### src/rtl/keypad_scanner.sv
// 4x4 matrix keypad scanner: walks an active-low column strobe, synchronises and
// debounces the row returns, and reports each accepted press as a hex code plus strobe.
module keypad_scanner #(
  parameter int CLK_HZ         = 50_000_000,
  parameter int SCAN_HZ        = 1000,
  parameter int DEBOUNCE_SCANS = 4
) (
  input  logic       clk_50Mhz,
  input  logic       reset,
  input  logic [3:0] row,
  output logic [3:0] col,
  output logic [3:0] key_code,
  output logic       key_valid,
  output logic       key_held
);

  localparam int              DIV    = CLK_HZ / SCAN_HZ;
  localparam int              PW     = $clog2(DIV);
  localparam logic [PW-1:0]   DIV_M1 = PW'(DIV - 1);
  localparam logic [3:0]      DB     = 4'(DEBOUNCE_SCANS);

  typedef enum logic [1:0] {SCAN, DEBOUNCE, HELD} state_t;

  state_t        state_q, state_d;
  logic [3:0]    row_meta, rs;
  logic [PW-1:0] presc;
  logic [3:0]    col_q, col_d;
  logic [1:0]    cand_col, cand_col_d, cand_row, cand_row_d;
  logic [3:0]    cnt, cnt_d, rel_cnt, rel_cnt_d;
  logic [3:0]    code_q, code_d;
  logic          valid_q, valid_d, held_q, held_d;
  logic          tick, hit;
  logic [1:0]    hrow, col_idx;
  logic [3:0]    rotated;

  function automatic logic [3:0] map_code(input logic [1:0] c, input logic [1:0] r);
    logic [3:0] code;
    case ({c, r})
      4'h0: code = 4'h1;  4'h1: code = 4'h4;  4'h2: code = 4'h7;  4'h3: code = 4'h0;
      4'h4: code = 4'h2;  4'h5: code = 4'h5;  4'h6: code = 4'h8;  4'h7: code = 4'hF;
      4'h8: code = 4'h3;  4'h9: code = 4'h6;  4'hA: code = 4'h9;  4'hB: code = 4'hE;
      4'hC: code = 4'hA;  4'hD: code = 4'hB;  4'hE: code = 4'hC;  default: code = 4'hD;
    endcase
    return code;
  endfunction

  assign tick    = (presc == DIV_M1);
  assign hit     = ~&rs;
  assign rotated = {col_q[2:0], col_q[3]};

  // Lowest-index low row wins when several rows are pulled at once.
  always_comb begin
    hrow = 2'd3;
    if (!rs[2]) hrow = 2'd2;
    if (!rs[1]) hrow = 2'd1;
    if (!rs[0]) hrow = 2'd0;
    col_idx = 2'd3;
    if (!col_q[2]) col_idx = 2'd2;
    if (!col_q[1]) col_idx = 2'd1;
    if (!col_q[0]) col_idx = 2'd0;
  end

  // key_valid is a bare one-cycle strobe with no ready: the consumer must take
  // key_code in the cycle key_valid is high (key_code stays stable afterwards anyway).
  always_comb begin
    state_d    = state_q;
    col_d      = col_q;
    cand_col_d = cand_col;
    cand_row_d = cand_row;
    cnt_d      = cnt;
    rel_cnt_d  = rel_cnt;
    code_d     = code_q;
    valid_d    = 1'b0;
    held_d     = held_q;
    case (state_q)
      SCAN: if (tick) begin
        if (hit) begin
          cand_col_d = col_idx;
          cand_row_d = hrow;
          cnt_d      = 4'd1;
          rel_cnt_d  = 4'd0;
          if (DB == 4'd1) begin
            code_d  = map_code(col_idx, hrow);
            valid_d = 1'b1;
            held_d  = 1'b1;
            state_d = HELD;
          end else begin
            state_d = DEBOUNCE;
          end
        end else begin
          col_d = rotated;
        end
      end
      DEBOUNCE: if (tick) begin
        if (hit && hrow == cand_row) begin
          cnt_d = cnt + 4'd1;
          if (cnt + 4'd1 == DB) begin
            code_d    = map_code(cand_col, cand_row);
            valid_d   = 1'b1;
            held_d    = 1'b1;
            rel_cnt_d = 4'd0;
            state_d   = HELD;
          end
        end else begin
          cnt_d   = 4'd0;
          col_d   = rotated;
          state_d = SCAN;
        end
      end
      HELD: if (tick) begin
        if (rs[cand_row]) begin
          rel_cnt_d = rel_cnt + 4'd1;
          if (rel_cnt + 4'd1 == DB) begin
            rel_cnt_d = 4'd0;
            cnt_d     = 4'd0;
            held_d    = 1'b0;
            col_d     = rotated;
            state_d   = SCAN;
          end
        end else begin
          rel_cnt_d = 4'd0;
        end
      end
      default: state_d = SCAN;
    endcase
  end

  always_ff @(posedge clk_50Mhz) begin
    if (!reset) begin
      row_meta <= 4'b1111;
      rs       <= 4'b1111;
      presc    <= '0;
      state_q  <= SCAN;
      col_q    <= 4'b1110;
      cand_col <= 2'd0;
      cand_row <= 2'd0;
      cnt      <= 4'd0;
      rel_cnt  <= 4'd0;
      code_q   <= 4'd0;
      valid_q  <= 1'b0;
      held_q   <= 1'b0;
    end else begin
      row_meta <= row;
      rs       <= row_meta;
      presc    <= tick ? '0 : presc + PW'(1);
      state_q  <= state_d;
      col_q    <= col_d;
      cand_col <= cand_col_d;
      cand_row <= cand_row_d;
      cnt      <= cnt_d;
      rel_cnt  <= rel_cnt_d;
      code_q   <= code_d;
      valid_q  <= valid_d;
      held_q   <= held_d;
    end
  end

  assign col       = col_q;
  assign key_code  = code_q;
  assign key_valid = valid_q;
  assign key_held  = held_q;

endmodule
### config.mk
export PLATFORM = sky130hd
export DESIGN_NAME = keypad_scanner
export DESIGN_NICKNAME = d
export VERILOG_FILES = /design/src/rtl/keypad_scanner.sv
export SDC_FILE = /design/constraint.sdc
export NUM_CORES = 1
export LEC_CHECK = 0
export ABC_CLOCK_PERIOD_IN_PS = 3400
export CORE_MARGIN = 3
export CORE_UTILIZATION = 46
export DETAILED_ROUTE_END_ITERATION = 10
export GPL_TIMING_DRIVEN = 0
export HOLD_SLACK_MARGIN = 0.05
export MAX_ROUTING_LAYER = met4
export SYNTH_ARGS = -nofsm -noshare
export SYNTH_HDL_FRONTEND = slang
export SYNTH_SLANG_ARGS = --single-unit
export TNS_END_PERCENT = 10
### constraint.sdc
create_clock -name clk_50Mhz -period 3.4 [get_ports clk_50Mhz]
set_input_delay 0.68 -clock clk_50Mhz [delete_from_list [all_inputs] [get_ports clk_50Mhz]]
set_output_delay 0.68 -clock clk_50Mhz [all_outputs]
set_load 0.005 [all_outputs]
==> reports/results.tsv <==
stage	metric	value	unit
grt	grt_pass1_wl	9.51	mm
critical_path	start_kind	flip-flop	
critical_path	critPathRequiredTime	3.56	ns
synth	synth.distinct_cells	49	
critical_path	endpoint_kind	flip-flop	
floorplanning	rows	26	
sta	finalHoldViolCount	0	
power_and_ir_drop	peakVddDrop	283	uV
floorplanning	die_h	79.2	um
synth	synthesis.area	0.00246	mm2
grt	antenna_found_initial	0	
grt	grt_usage	19.4	%
route	avgRoutedWirePerCell	14.5	um
power_and_ir_drop	leakage	0.978	nW
sta	fin_crit	3.11	ns
sta	slew_headroom	47.7	%
power_and_ir_drop	p_switching	0.000219	W
grt	grt_pass1_vias	1999	
floorplanning	initial_core_util	47.9	%
clock_network	clk_pin_slew	0.09	ns
min_path	hp-start	row_meta[2]	
place	hpwl	3.96	mm
route	drt-total-wl	5.40	mm
sta	setup_viol	0	
floorplanning	pin_count	16	
sta	fin_skew	0.00627	ns
synth	avgSynthCellArea	8.76	um2
layout	layout.nets	319	
synth	async_reset_ff_share	0	%
clock_network	numCtsBuffers	5	
critical_path	reg2reg_from	presc[7]	
power_and_ir_drop	p_per_area	364	mW/mm2
route	vias	2156	
place	io_buffers	14	
status	status	complete, no violations	
clock_network	post_cts_buffers	0	
route	ant_nets	0	
synth	synthFlopType	dfxtp_1	
route	first_pass_iters	5	
synth	synth_fp_nets	298	
job	cap_violations	0	
place	placed_cell_area	0.00269	mm2
grt	gr-total-overflow	0	
critical_path	worstPathCellList	or4_1, or4_1, buf_2, a221oi_1, o21ai_0, mux2i_1	
clock_network	clock_sinks	48	
clock_network	cts_hold_buffers	0	
layout	syn_to_final_growth	13.8	%
critical_path	crit_slowest_cell	a221oi_1	
power_and_ir_drop	p_comb_share	3.3	%
sta	tightest_slew	0.784	ns
critical_path	critical-path-top-delay-family	compound AO/OA/AOI/OAI gates	
floorplanning	die-area	0.00627	mm2
layout	final_layout_size_suffix_gt1_share	3.63	%
clock_network	cts_tree	done	
min_path	holdCritPathClass	reg2reg	
clock_network	insertion_delay	0.30	ns
sta	tns	0	ns
sta	fin_crit_sh	91.4	%
synth	yosysWarnings	0	
critical_path	criticalPathCategory	reg2reg	
clock_network	htree_levels	2	
synth	syn-instance-count	281	
layout	fin_area	0.00280	mm2
critical_path	path_max_fanout	8	
sta	slew_violations	0	
floorplanning	die_w	79.2	um
synth	synth_seq_cells	48	
critical_path	critPathMaxStageDelay	0.68	ns
power_and_ir_drop	p_clk_share	40.3	%
route	drt-initial-drc-count	180	
clock_network	cts_resized	0	
sta	fmax	322	MHz
layout	insertedDiodeCount	0	
critical_path	cp.arrival	3.27	ns
route	post_drt_via_cell_ratio	5.78	
clock_network	clockBufferDepth	2	
synth	synth_edf_count	0	
power_and_ir_drop	seqPwrFrac	56.3	%
route	drc_errors	0	
sta	rsz0062_at_grt	false	
critical_path	crit_buf_inv	1	
critical_path	cpMostUsedCell	or4_1	
power_and_ir_drop	swShare	21.5	%
place	gp_congestion	0.884	
grt	grt_max_degree	16	
synth	yosysSeqAreaShare	39.0	%
critical_path	critPathLaunch	presc[7]	
power_and_ir_drop	intPower	0.000800	W
floorplanning	core	0.00514	mm2
clock_network	cts_root_buf	clkbuf_8	
logic make-up (layout without fill, tap and decap cells):
kind of cell | after synthesis | count (layout) | synth area share, %
compound gates | 65 | 65 | 18.8
xor+xnor | 14 | 14 | 4.98
fa+ha+maj | 12 | 12 | 6.00
buf+inv | 27 | 49 | 4.17
flops | 48 | 48 | 39.0
mux | 6 | 6 | 3.46
simple gates | 109 | 109 | 23.6
layer usage:
metal	GRT usage, %	wire length, um	vias up
met5	-	0	-
met2	28.7	2270	50
met1	27.7	2830	1018
met4	4.12	36	0
met3	3.40	263	5
li1	-	-	1083
metrics by stage:
step                hold WS [ns]  cells  power (W)  util [%]  setup slack, ns
floorplan                  0.386    281   0.000608         -            0.752
global placement           0.390    365   0.000621      52.3            0.330
detailed placement         0.392    365   0.000621      52.3            0.350
CTS                        0.409    373    0.00103      54.5            0.341
global route               0.436    373    0.00106      54.5            0.160
finish                     0.407    373    0.00102      54.5            0.294
synthesized netlist by cell type (6+ instances only):
cell type	instances	area share, %
inv_1	10	1.5
xnor2_1	8	2.8
o21ai_0	10	2.0
nand2_1	22	3.4
dfxtp_1	48	39
nor2_1	19	2.9
clkbuf_1	15	2.3
a21oi_1	13	2.6
nand4_1	8	2.0
o31ai_1	7	2.1
nand3_1	14	2.8
ha_1	11	5.6
nand2b_1	10	2.5
nor3_1	7	1.4
or4_1	8	2.4
xor2_1	6	2.1
sequential cells by signal, summed over array words and instances, names as in the netlist:
name	count
key_code	4
col	4
row_meta	4
cnt	4
rel_cnt	4
key_valid	1
presc	16
state_q	2
key_held	1
rs	4
cand_row	2
cand_col	2
worst paths after layout:
kind                            cells past startpoint  slack [ns]         end
worst min-delay path                                1        0.41       rs[2]
worst min register to register                      1        0.41       rs[2]
worst max register to register                      6        0.29  rel_cnt[0]
worst max-delay path                                6        0.29  rel_cnt[0]
area by class of cell:
| cell class | instances | area (um2) |
|---|---|---|
| clock inverters | 3 | 42.5 |
| fillers | 527 | 2340 |
| inverters | 10 | 37.5 |
| repair buffers | 14 | 140 |
| flip-flops and latches | 48 | 961 |
| well taps | 70 | 87.6 |
| clock buffers | 5 | 68.8 |
| plain buffers | 17 | 65.1 |
| multi-input cells | 206 | 1400 |
power groups by stage:
| stage | Sequential (W) | Combinational (W) | Clock [W] |
|---|---|---|---|
| after floorplan | 0.000586 | 0.0000221 | 0 |
| after global placement | 0.000587 | 0.0000338 | 0 |
| after detailed placement | 0.000587 | 0.0000340 | 0 |
| after CTS | 0.000574 | 0.0000343 | 0.000426 |
| after global routing | 0.000576 | 0.0000383 | 0.000447 |
| final | 0.000574 | 0.0000339 | 0.000411 |
placed cells by master, fill, tap and decap left out, types with 2 or more instances in the layout:
cell type	instances
dfxtp_1	48
nand2_1	22
nor2_1	19
clkbuf_1	15
nand3_1	14
clkdlybuf4s50_1	14
a21oi_1	13
ha_1	11
inv_1	10
nand2b_1	10
o21ai_0	10
nand4_1	8
or4_1	8
xnor2_1	8
o31ai_1	7
nor3_1	7
xor2_1	6
nor4_1	5
clkbuf_8	5
and3_1	4
nor2b_1	4
a211oi_1	4
a31oi_1	4
mux2i_1	4
nand3b_1	2
or3_1	2
a221o_1	2
a211o_1	2
mux4_2	2
a41oi_1	2
o2111ai_1	2
a2111oi_0	2
a221oi_1	2
o2111a_1	2
a311oi_1	2
o22ai_1	2
o211ai_1	2
Note: power is estimated with default switching activity, not from simulation.
